[src/rtl/q65_bus_pkg.sv]
// Shared types and constants for the two-bus fabric arbiter: state encoding,
// side encoding, default turnaround length and the tie-break arbitration rule.
package q65_bus_pkg;

    typedef enum logic [1:0] {
        IDLE  = 2'd0,
        OWN_L = 2'd1,
        OWN_R = 2'd2,
        TURN  = 2'd3
    } state_t;

    localparam logic SIDE_L = 1'b0;
    localparam logic SIDE_R = 1'b1;

    localparam int DEFAULT_TURN_CYCLES = 1;

    // Winner of an arbitration round; on a tie the side that did not own last wins.
    function automatic state_t arb_pick(input logic req_l, input logic req_r,
                                        input logic last_gnt);
        state_t pick;
        pick = IDLE;
        if (req_l && req_r) begin
            pick = (last_gnt == SIDE_L) ? OWN_R : OWN_L;
        end else if (req_l) begin
            pick = OWN_L;
        end else if (req_r) begin
            pick = OWN_R;
        end
        return pick;
    endfunction

endpackage

[src/rtl/q65_turn_timer.sv]
// Turnaround down-counter for tristate buses. Held at its load value while
// load is high; counts down otherwise and flags done at terminal count zero.
// A CYCLES of 0 behaves as 1 so there is always at least one dead cycle.
module q65_turn_timer
    import q65_bus_pkg::*;
#(
    parameter int CYCLES = DEFAULT_TURN_CYCLES
) (
    input  logic clk,
    input  logic reset,
    input  logic load,
    output logic done
);

    localparam int EFF = (CYCLES < 1) ? 1 : CYCLES;
    localparam int W   = (EFF > 1) ? $clog2(EFF) : 1;
    localparam logic [W-1:0] LOAD_VAL = W'(EFF - 1);

    logic [W-1:0] cnt;

    // Preload outside the dead window, then count down to terminal zero.
    always_ff @(posedge clk) begin
        if (reset) begin
            cnt <= '0;
        end else if (load) begin
            cnt <= LOAD_VAL;
        end else if (cnt != '0) begin
            cnt <= cnt - W'(1);
        end
    end

    assign done = (cnt == '0);

endmodule

[src/rtl/q65_bus_arbiter.sv]
// Owner arbiter for the busL / busR / bridge fabric. Grants one side at a time,
// inserts TURN_CYCLES dead cycles between owners, round-robin on ties, and can
// preempt a holder after MAX_HOLD cycles when the other side is waiting.
// Optional statistics and invariant checker: define Q65_ARB_STATS_EN.
//
//   state | meaning
//   IDLE  | no owner, no request pending
//   OWN_L | left owns busL, pass12 follows xferL
//   OWN_R | right owns busR, pass21 follows xferR
//   TURN  | dead turnaround, all enables low
module q65_bus_arbiter
    import q65_bus_pkg::*;
#(
    parameter int TURN_CYCLES = DEFAULT_TURN_CYCLES,
    parameter int MAX_HOLD    = 0,
    parameter int HOLD_W      = 8
) (
    input  logic        clk,
    input  logic        reset,
    input  logic        reqL,
    input  logic        xferL,
    input  logic        reqR,
    input  logic        xferR,
    output logic        gntL,
    output logic        gntR,
    output logic        pass12,
    output logic        pass21,
    output logic        preempt,
    output logic        busy
`ifdef Q65_ARB_STATS_EN
    ,
    output logic [15:0] grantCntL,
    output logic [15:0] grantCntR,
    output logic        contention
`endif
);

    localparam bit PREEMPT_EN = (MAX_HOLD != 0);
    localparam logic [HOLD_W-1:0] HOLD_LAST = PREEMPT_EN ? HOLD_W'(MAX_HOLD - 1) : '0;
    // The counter parks at the preemption point so a competitor arriving late
    // in a long solo hold still ends it on the next cycle.
    localparam logic [HOLD_W-1:0] HOLD_SAT  = PREEMPT_EN ? HOLD_LAST : '1;

    state_t            state;
    state_t            pick;
    logic              last_gnt;
    logic [HOLD_W-1:0] hold_cnt;
    logic              turn_load;
    logic              turn_done;

    assign pick      = arb_pick(reqL, reqR, last_gnt);
    assign turn_load = (state != TURN);

    q65_turn_timer #(
        .CYCLES (TURN_CYCLES)
    ) u_turn_timer (
        .clk   (clk),
        .reset (reset),
        .load  (turn_load),
        .done  (turn_done)
    );

    // Ownership FSM with all enables registered.
    always_ff @(posedge clk) begin
        if (reset) begin
            state    <= IDLE;
            last_gnt <= SIDE_R;
            hold_cnt <= '0;
            gntL     <= 1'b0;
            gntR     <= 1'b0;
            pass12   <= 1'b0;
            pass21   <= 1'b0;
            preempt  <= 1'b0;
            busy     <= 1'b0;
        end else begin
            preempt <= 1'b0;
            case (state)
                IDLE, TURN: begin
                    if (state == IDLE || turn_done) begin
                        state    <= pick;
                        gntL     <= (pick == OWN_L);
                        gntR     <= (pick == OWN_R);
                        pass12   <= (pick == OWN_L) && xferL;
                        pass21   <= (pick == OWN_R) && xferR;
                        busy     <= (pick != IDLE);
                        hold_cnt <= '0;
                        if (pick == OWN_L) last_gnt <= SIDE_L;
                        if (pick == OWN_R) last_gnt <= SIDE_R;
                    end else begin
                        gntL   <= 1'b0;
                        gntR   <= 1'b0;
                        pass12 <= 1'b0;
                        pass21 <= 1'b0;
                        busy   <= 1'b1;
                    end
                end
                OWN_L: begin
                    if (!reqL || (PREEMPT_EN && reqR && hold_cnt == HOLD_LAST)) begin
                        state   <= TURN;
                        gntL    <= 1'b0;
                        pass12  <= 1'b0;
                        preempt <= reqL;
                    end else begin
                        pass12   <= xferL;
                        last_gnt <= SIDE_L;
                        if (hold_cnt != HOLD_SAT) hold_cnt <= hold_cnt + HOLD_W'(1);
                    end
                    gntR   <= 1'b0;
                    pass21 <= 1'b0;
                    busy   <= 1'b1;
                end
                OWN_R: begin
                    if (!reqR || (PREEMPT_EN && reqL && hold_cnt == HOLD_LAST)) begin
                        state   <= TURN;
                        gntR    <= 1'b0;
                        pass21  <= 1'b0;
                        preempt <= reqR;
                    end else begin
                        pass21   <= xferR;
                        last_gnt <= SIDE_R;
                        if (hold_cnt != HOLD_SAT) hold_cnt <= hold_cnt + HOLD_W'(1);
                    end
                    gntL   <= 1'b0;
                    pass12 <= 1'b0;
                    busy   <= 1'b1;
                end
                default: begin
                    state  <= IDLE;
                    gntL   <= 1'b0;
                    gntR   <= 1'b0;
                    pass12 <= 1'b0;
                    pass21 <= 1'b0;
                    busy   <= 1'b0;
                end
            endcase
        end
    end

`ifdef Q65_ARB_STATS_EN
    localparam int TURN_EFF = (TURN_CYCLES < 1) ? 1 : TURN_CYCLES;
    localparam logic [15:0] QUIET_MIN = 16'(TURN_EFF);

    logic        prev_l;
    logic        prev_r;
    logic [15:0] quiet_cnt;
    logic        any_now;
    logic        any_prev;
    logic        violation;

    assign any_now  = gntL | gntR;
    assign any_prev = prev_l | prev_r;
    // Checks the registered enables: exclusivity, bridge implies grant, and
    // enough dead cycles between one owner releasing and the next rising.
    assign violation = (gntL && gntR) || (pass12 && !gntL) || (pass21 && !gntR)
                    || (pass12 && pass21)
                    || (prev_l && !gntL && gntR) || (prev_r && !gntR && gntL)
                    || (any_now && !any_prev && quiet_cnt < QUIET_MIN);

    // Grant-entry counters and sticky contention flag.
    always_ff @(posedge clk) begin
        if (reset) begin
            prev_l     <= 1'b0;
            prev_r     <= 1'b0;
            quiet_cnt  <= QUIET_MIN;
            grantCntL  <= '0;
            grantCntR  <= '0;
            contention <= 1'b0;
        end else begin
            prev_l <= gntL;
            prev_r <= gntR;
            if (gntL && !prev_l) grantCntL <= grantCntL + 16'd1;
            if (gntR && !prev_r) grantCntR <= grantCntR + 16'd1;
            if (any_prev && !any_now) begin
                quiet_cnt <= 16'd1;
            end else if (!any_now && quiet_cnt < QUIET_MIN) begin
                quiet_cnt <= quiet_cnt + 16'd1;
            end
            if (violation) contention <= 1'b1;
        end
    end
`endif

endmodule

[config.mk]
export PLATFORM = sky130hd
export DESIGN_NAME = q65_bus_arbiter
export DESIGN_NICKNAME = d
export VERILOG_FILES = /design/src/rtl/q65_bus_pkg.sv /design/src/rtl/q65_turn_timer.sv /design/src/rtl/q65_bus_arbiter.sv
export SDC_FILE = /design/constraint.sdc
export NUM_CORES = 1
export LEC_CHECK = 0
export BUFFER_PORTS_ARGS = -buffer_cell sky130_fd_sc_hd__buf_2
export CAP_MARGIN = 0
export CORE_AREA = 3 3 40 42
export DETAILED_ROUTE_END_ITERATION = 6
export DIE_AREA = 0 0 43 45
export PLACE_DENSITY_LB_ADDON = 0.2
export SETUP_SLACK_MARGIN = 0.3
export SYNTH_ARGS = -nofsm -noshare
export SYNTH_HDL_FRONTEND = slang
export SYNTH_SLANG_ARGS = --single-unit
[constraint.sdc]
create_clock -name clk -period 1.64 [get_ports clk]
set_input_delay 0.082 -clock clk [delete_from_list [all_inputs] [get_ports clk]]
set_output_delay 0.082 -clock clk [all_outputs]
set_load 0.005 [all_outputs]
=== Word-level counts from Yosys, hierarchy flattened ===
Index checks and enable logic that the tools add are counted.
W data, S select, Z words.

* Bits in registers: 9
* Bits in latches: 0
* Bits in writable memories: 0
* Memory bits (read-only): 0
* Input bits: 6
* Word-level logic and storage cells: 61
* Memories kept: 0

* Add/sub/neg operators: 1
* $mul: 0
* Divide/modulo/power cells: 0
* $lt $le $gt $ge: 0
* Equal/unequal tests: 12
* Shift operators: 0
* Muxes and demuxes: 28
* Bitwise logic cells: 1
* Reductions and logical operators: 11

{| class="wikitable"
|+ Operator list
! operator !! number
|-
| $pmux W1 S3 || 5
|-
| $mux W1 || 14
|-
| $mux W2 || 7
|-
| $ne A2 B2 Y1 const B || 6
|-
| $eq A2 B2 Y1 const B || 3
|-
| $pmux W2 S3 || 1
|-
| $eq A2 B1 Y1 const B || 2
|-
| $reduce_and A4 Y1 || 1
|-
| $reduce_or A2 Y1 || 2
|-
| $logic_and A1 B1 Y1 || 3
|-
| $ne A3 B3 Y1 const B || 1
|-
| $reduce_and A3 Y1 || 1
|-
| $reduce_or A3 Y1 || 1
|-
| $logic_not A2 Y1 || 1
|-
| $pmux W1 S2 || 1
|-
| $reduce_bool A2 Y1 || 1
|-
| $logic_or A1 B1 Y1 || 1
|-
| $not A1 Y1 || 1
|-
| $sub A1 B1 Y1 const B || 1
|}

=== Depth between registers and ports, before layout ===
Gate-level depths: netlist of the first run.

* Depth after elaboration: 8
* Mapped depth: 7

=== By module ===
A second synthesis of the first run with hierarchy kept.

* Cell total of the unflattened synthesis: 57
* Area total of the unflattened synthesis: 506.7 µm²

{| class="wikitable"
|+ Modules (own cells, without submodules)
! module !! times used !! cells each !! area each (µm²)
|-
| q65_bus_arbiter || 1 || 54 || 479.2
|-
| q65_turn_timer || 1 || 3 || 27.5
|}

=== Worst setup path after synthesis of the first run ===
No wires, ideal clock.

* Path type: register to register
* Start: register state[0]
* End: register gntL
* Library setup time: 0.070 ns
* Arrival time: 1.423 ns
* Required time: 1.570 ns
* Setup slack: 0.147 ns
* Stages on the path, launching flop included: 6
* Clock period less this slack: 1.493 ns
* Cell sequence: dfxtp_1 inv_1 ha_1 buf_2 or4_1 a21oi_1

* Longest elaborated chain between the ends: 4
* Elaborated cells between the ends (all ways): 9
* Classes of those cells: eq/ne (4); mux (2); reduce/logical (3)

{| class="wikitable"
|+ RTL lines
! what !! line !! source
|-
| start, declared || q65_bus_arbiter.sv:44 || <nowiki>state_t state;</nowiki>
|-
| start signal, assigned || q65_bus_arbiter.sv:80 || <nowiki>state <= pick;</nowiki>
|-
| $logic_not A2 Y1 || q65_bus_arbiter.sv:77, q65_bus_arbiter.sv:79 ||
|-
| $logic_or A1 B1 Y1 || q65_bus_arbiter.sv:79 || <nowiki>if (state == IDLE || turn_done) begin</nowiki>
|-
| $mux W1 || q65_bus_arbiter.sv:79 ||
|-
| $pmux W1 S3 || q65_bus_arbiter.sv:77 || <nowiki>case (state)</nowiki>
|-
| end signal, assigned || q65_bus_arbiter.sv:81 || <nowiki>gntL <= (pick == OWN_L);</nowiki>
|-
| end, declared || q65_bus_arbiter.sv:24 || <nowiki>output logic gntL,</nowiki>
|}

Several ways; a longest one is shown, not always the timed one.
A chain may end at the register's enable or synchronous reset.

=== Final worst setup path of the first run ===
* Start: register state[1]
* End: register gntL

Same word-level chain as after synthesis.

==> results of run 1 <==
## cells in the final DEF (no fill, tap or decap), drive strengths merged, types with 2 or more instances in the layout
cell type	netlist	layout
a21oi	4	4
a22oi	2	2
a311oi	2	2
a31oi	2	2
buf	2	19
clkbuf	1	4
conb	1	2
dfxtp	9	9
ha	5	5
inv	7	7
nand3	3	3
nor2	4	4
nor3b	2	2
o21ai	2	2
o31a	2	2
## cell families after synthesis
group / after synthesis / share of synthesized area, %
simple gates: 11 / 12.21
flops: 9 / 37.40
buf+inv: 10 / 8.831
fa+ha+maj: 5 / 12.99
other cells: 1 / 0.7785
compound gates: 18 / 27.79
## final timing paths
kind,endpoint,cells past startpoint
min reg2reg,gntL,2
min,pass21,2
max reg2reg,gntL,4
max,gntL,4
## critical path, stage by stage (launching register included)
cell     delay (ns)
dfxtp_4        0.38
inv_4          0.05
ha_4           0.26
or4_1          0.47
a21oi_1        0.14
## sequential cells by signal (all words and copies together) (netlist names)
| name | cells |
|---|---|
| pass21 | 1 |
| pass12 | 1 |
| gntR | 1 |
| u_turn_timer.cnt | 1 |
| last_gnt | 1 |
| gntL | 1 |
| busy | 1 |
| state | 2 |
## stage by stage
step,hold slack (ns),setup slack (ns)
2_1_floorplan,0.2420,0.2429
3_3_place_gp,0.3474,0.1572
3_5_place_dp,0.3532,0.1436
4_1_cts,0.06800,0.2795
5_1_grt,0.07974,0.2188
6_report,0.06258,0.2726
## routing by layer
layer  vias to the layer above  wire, um
met2                        17       546
met3                         2        66
li1                        232         -
met1                       219       558
met4                         0        10
met5                         -         0
## power by group through the flow
stage | combinational [uW] | sequential [uW] | clock (uW)
5_1_grt | 925 | 383 | 191
2_1_floorplan | 454 | 327 | 0
3_3_place_gp | 535 | 332 | 0
6_report | 856 | 376 | 172
4_1_cts | 635 | 345 | 185
3_5_place_dp | 540 | 331 | 0
## timing repair
action                     CTS  global route
resized for setup            9            16
setup endpoints to repair    6             6
setup buffers                2             7
cloned                       0             0
pin swaps                    6            10
## final cells by class
cell class,count,area share [%]
multi-input combinational,36,48.17
sequential,9,25.50
timing repair buffer,19,16.17
inverter,7,4.167
clock buffer,4,3.500
tap,15,2.500
==> results.sh, run 1 <==
export IMPL_die_w_um=43
export IMPL_avgViaCountPerCell=5.222
export IMPL_tns_ns=0
export IMPL_min_from="xferR"
export IMPL_firstDrtPassIters=4
export IMPL_yosys_top_cells_count="dfxtp_1, inv_1, ha_1"
export IMPL_clk_insertion_delay_late_ns=0.26
export IMPL_start_util_pct=37.49
export IMPL_cts_hold_buf=0
export IMPL_syn_avg_cell_area_um2=8.921
export IMPL_drt_iter0_drc=11
export IMPL_maxCapViolations=0
export IMPL_ys_ff_latch=9
export IMPL_setup_viol_count_final=0
export IMPL_final_cells=90
export IMPL_power_leakage_uw=0.0003131
export IMPL_ys_seq_area_share_pct=37.40
export IMPL_synth_area_um2=481.7
export IMPL_drtAntennaViolNets=0
export IMPL_syn_to_final_growth_pct=55.84
export IMPL_endpoint_kind="flop"
export IMPL_rsz0062_at_grt="yes"
export IMPL_p_int_uw=844.2
export IMPL_use_met3_pct=2.390
export IMPL_dieArea_um2=1935
export IMPL_gp_congestion=0.7624
export IMPL_clockPowerShare_pct=12.3
export IMPL_p_comb_share_pct=61.0
export IMPL_drc_errors=0
export IMPL_cts_sinks=9
export IMPL_grtUsageTotal_pct=13.86
export IMPL_multi_input_area_um2=361.6
export IMPL_r2r_slack_ns=0.27
export IMPL_synthCells=54
export IMPL_async_flop_share_pct=0
export IMPL_cts_buffer_depth=2
export IMPL_grt_pass1_vias=432
export IMPL_yosysTopAreaCell="dfxtp_1"
export IMPL_synth_top_area_share_pct=37.40
export IMPL_skew_ns=0.0009847
export IMPL_dp_hpwl_um=742.2
export IMPL_dp_cells=77
export IMPL_layout_min_cycle_time_ns=1.367
export IMPL_io_pins=12
export IMPL_vias=470
export IMPL_criticalPathCategory="reg -> reg"
export IMPL_critPathArrivalTime_ns=1.56
export IMPL_fin_total_pwr_uw=1405
export IMPL_overflow=0
export IMPL_grt_use_met1_pct=18.20
export IMPL_grt_max_degree=10
export IMPL_postPlaceCellArea_um2=559.3
export IMPL_h_tree_depth=1
export IMPL_diodes=0
export IMPL_row_count=13
export IMPL_portBuffers=10
export IMPL_drt_wl_total_mm=1.181
export IMPL_regArea_um2=191.4
export IMPL_antenna_found_initial=0
export IMPL_cts_buffers=3
export IMPL_synth_cell_types=25
export IMPL_path_max_fanout=6
export IMPL_p_per_area_nw_per_um2=1871
export IMPL_ys_warn_count=0
export IMPL_grt_use_met2_pct=20.06
export IMPL_r2r_start="state[1]"
export IMPL_drive_gt1_share_pct=57.33
export IMPL_worst_setup_path_start_kind="flop"
export IMPL_wl_per_cell_um=13.12
export IMPL_synth_flop_cell="dfxtp_1"
export IMPL_fmax_mhz=731.3
export IMPL_fin_util_pct=58.42
export IMPL_holdCritPathClass="in -> reg"
export IMPL_max_vdd_ir_drop_uv=740.9
export IMPL_nNetsFinal=87
export IMPL_grt_busiest_layer="met2"
export IMPL_status="complete, no violations"
export IMPL_synth_most_common_cell="dfxtp_1"
export IMPL_clkTransAtPathRegs_ns=0.06
export IMPL_finalHoldViolCount=0
export IMPL_p_seq_share_pct=26.8
export IMPL_nFillCells=108
export IMPL_period_share_pct=83.38
export IMPL_grt_pass1_wl_mm=1.952
export IMPL_crit_required_ns=1.84
export IMPL_synth_edf_count=0
export IMPL_crit_start="state[1]"
export IMPL_tritoncts="done"
export IMPL_swShare_pct=39.90
export IMPL_die_height_um=45
export IMPL_drv_slew=0
export IMPL_ys_top_cells_by_area="dfxtp_1, ha_1, inv_1"
export IMPL_root_buffer="clkbuf_4"
export IMPL_coreArea_um2=1285
export IMPL_fin_area_um2=750.7
export IMPL_switchingPower_uw=560.5
Power figures use the tool's default switching activity.
==> run 2, diff against run 1 <==
clock period = 1.2 ns   (was 1.64 ns; I/O delays follow)
==> results.sh, run 2 (synthesis gave the netlist of run 1 again) <==
export IMPL_cts_sinks=9
export IMPL_firstDrtPassIters=4
export IMPL_grt_max_degree=10
export IMPL_status="complete, but fails checks"
export IMPL_die_height_um=45
export IMPL_reg2reg_to="pass12"
export IMPL_drc_errors=0
export IMPL_crit_required_ns=1.39
export IMPL_drtAntennaViolNets=0
export IMPL_layout_min_cycle_time_ns=1.321
export IMPL_dieArea_um2=1935
export IMPL_min_to="pass12"
export IMPL_critPathArrivalTime_ns=1.51
export IMPL_avgViaCountPerCell=4.896
export IMPL_diodes=0
export IMPL_worst_setup_path_start_kind="flop"
export IMPL_endpoint_kind="flop"
export IMPL_r2r_start="state[0]"
export IMPL_nNetsFinal=93
export IMPL_criticalPathCategory="reg -> reg"
export IMPL_p_per_area_nw_per_um2=2510
export IMPL_holdPathStages=2
export IMPL_violations="negative setup slack"
export IMPL_fin_ws_ns=-0.1212
export IMPL_tritoncts="done"
export IMPL_row_count=13
export IMPL_cts_buffer_depth=2
export IMPL_max_vdd_ir_drop_uv=1283
export IMPL_holdCritPathClass="in -> reg"
export IMPL_dp_hpwl_um=784.5
export IMPL_finalHoldViolCount=0
export IMPL_die_w_um=43
export IMPL_h_tree_depth=1
export IMPL_period_share_pct=110.1
export IMPL_fin_hold_ws_ns=0.05202
export IMPL_rsz0062_at_grt="yes"
export IMPL_min_from="xferL"
export IMPL_drt_wl_total_mm=1.183
export IMPL_top_register="state"
export IMPL_r2r_slack_ns=-0.12
export IMPL_drive_gt1_share_pct=62.96
export IMPL_gp_congestion=0.7490
export IMPL_r2r_cells=5
export IMPL_drv_slew=0
export IMPL_fmax_mhz=756.9
export IMPL_skew_ns=0.0007380
export IMPL_power_leakage_uw=0.0003416
export IMPL_grtUsageTotal_pct=13.45
export IMPL_syn_to_final_growth_pct=64.94
export IMPL_mostFrequentLayoutCells="buf_4, buf_2, dfxtp_1, inv_1"
export IMPL_grt_pass1_vias=453
export IMPL_drt_iter0_drc=2
export IMPL_final_cells=96
export IMPL_largest_reg_flops=2
export IMPL_clk_insertion_delay_late_ns=0.26
export IMPL_antenna_found_initial=0
export IMPL_overflow=0
export IMPL_dp_cells=91
export IMPL_dp_slack_ns=-0.2073
export IMPL_maxCapViolations=0
export IMPL_root_buffer="clkbuf_4"
export IMPL_vias=470
export IMPL_coreArea_um2=1285
export IMPL_grt_pass1_wl_mm=1.883
export IMPL_clkTransAtPathRegs_ns=0.06
export IMPL_cts_buffers=3
export IMPL_io_pins=12
export IMPL_portBuffers=10
export IMPL_path_max_fanout=5
export IMPL_start_util_pct=37.49
export IMPL_setup_viol_count_final=7
export IMPL_final_common_cell="buf_4"
export IMPL_wl_per_cell_um=12.32
==> run 2: worst max-delay path, cell delays in order (launching register included) <==
cell and delay, ns:
dfxtp_4 0.37, inv_4 0.05, ha_4 0.25, buf_6 0.12
o31a_2 0.32, nor3b_2 0.15
==> run 2: layer usage <==
layer	vias to the layer above	track usage, %	share of wire (%)
met4	0	5.422	1.0
met1	212	13.63	43
met2	13	23.05	49
met3	2	7.570	7.0
li1	243	-	-
met5	-	0	0
==> run 2: power breakdown <==
group	internal, uW	leakage, uW	switching [uW]
Combinational	705	0.000251	566
Clock	128	0.0000150	101
Sequential	413	0.0000756	81.6
Total	1250	0.000342	749
==> run 2: area by class of cell <==
| class | instances | area, um2 |
|---|---|---|
| sequential | 9 | 191.4 |
| multi-input combinational | 36 | 362.8 |
| tap | 15 | 18.77 |
| clock buffer | 4 | 26.28 |
| inverter | 7 | 28.78 |
| timing repair buffer | 25 | 166.4 |
| fill | 113 | 490.5 |
==> run 2: worst max-delay path by stage <==
stage,from,to,slack (ns)
floorplan,state[1],gntL,-0.20
global placement,state[0],state[1],-0.21
detailed placement,state[0],state[0],-0.21
CTS,state[0],pass12,-0.13
global route,state[0],pass21,-0.21
finish,state[0],pass12,-0.12
==> run 2: through the flow <==
stage / instance area [um2] / power, uW / util [%] / TNS (ns)
floorplan: 524.3 / 1087 / - / -0.7124
global placement: 675.6 / 1485 / 52.58 / -1.032
detailed placement: 675.6 / 1490 / 52.58 / -1.081
CTS: 742.0 / 1859 / 57.74 / -0.7619
global route: 794.5 / 2149 / 61.83 / -1.107
finish: 794.5 / 1995 / 61.83 / -0.6401
==> run 2: timing repair <==
item,4_1_cts,5_1_grt
endpoints found under the hold margin,0,0
buffers inserted,1,0
pin swaps,11,1
hold buffers,0,0
resized for setup,9,11
setup endpoints to repair,8,8
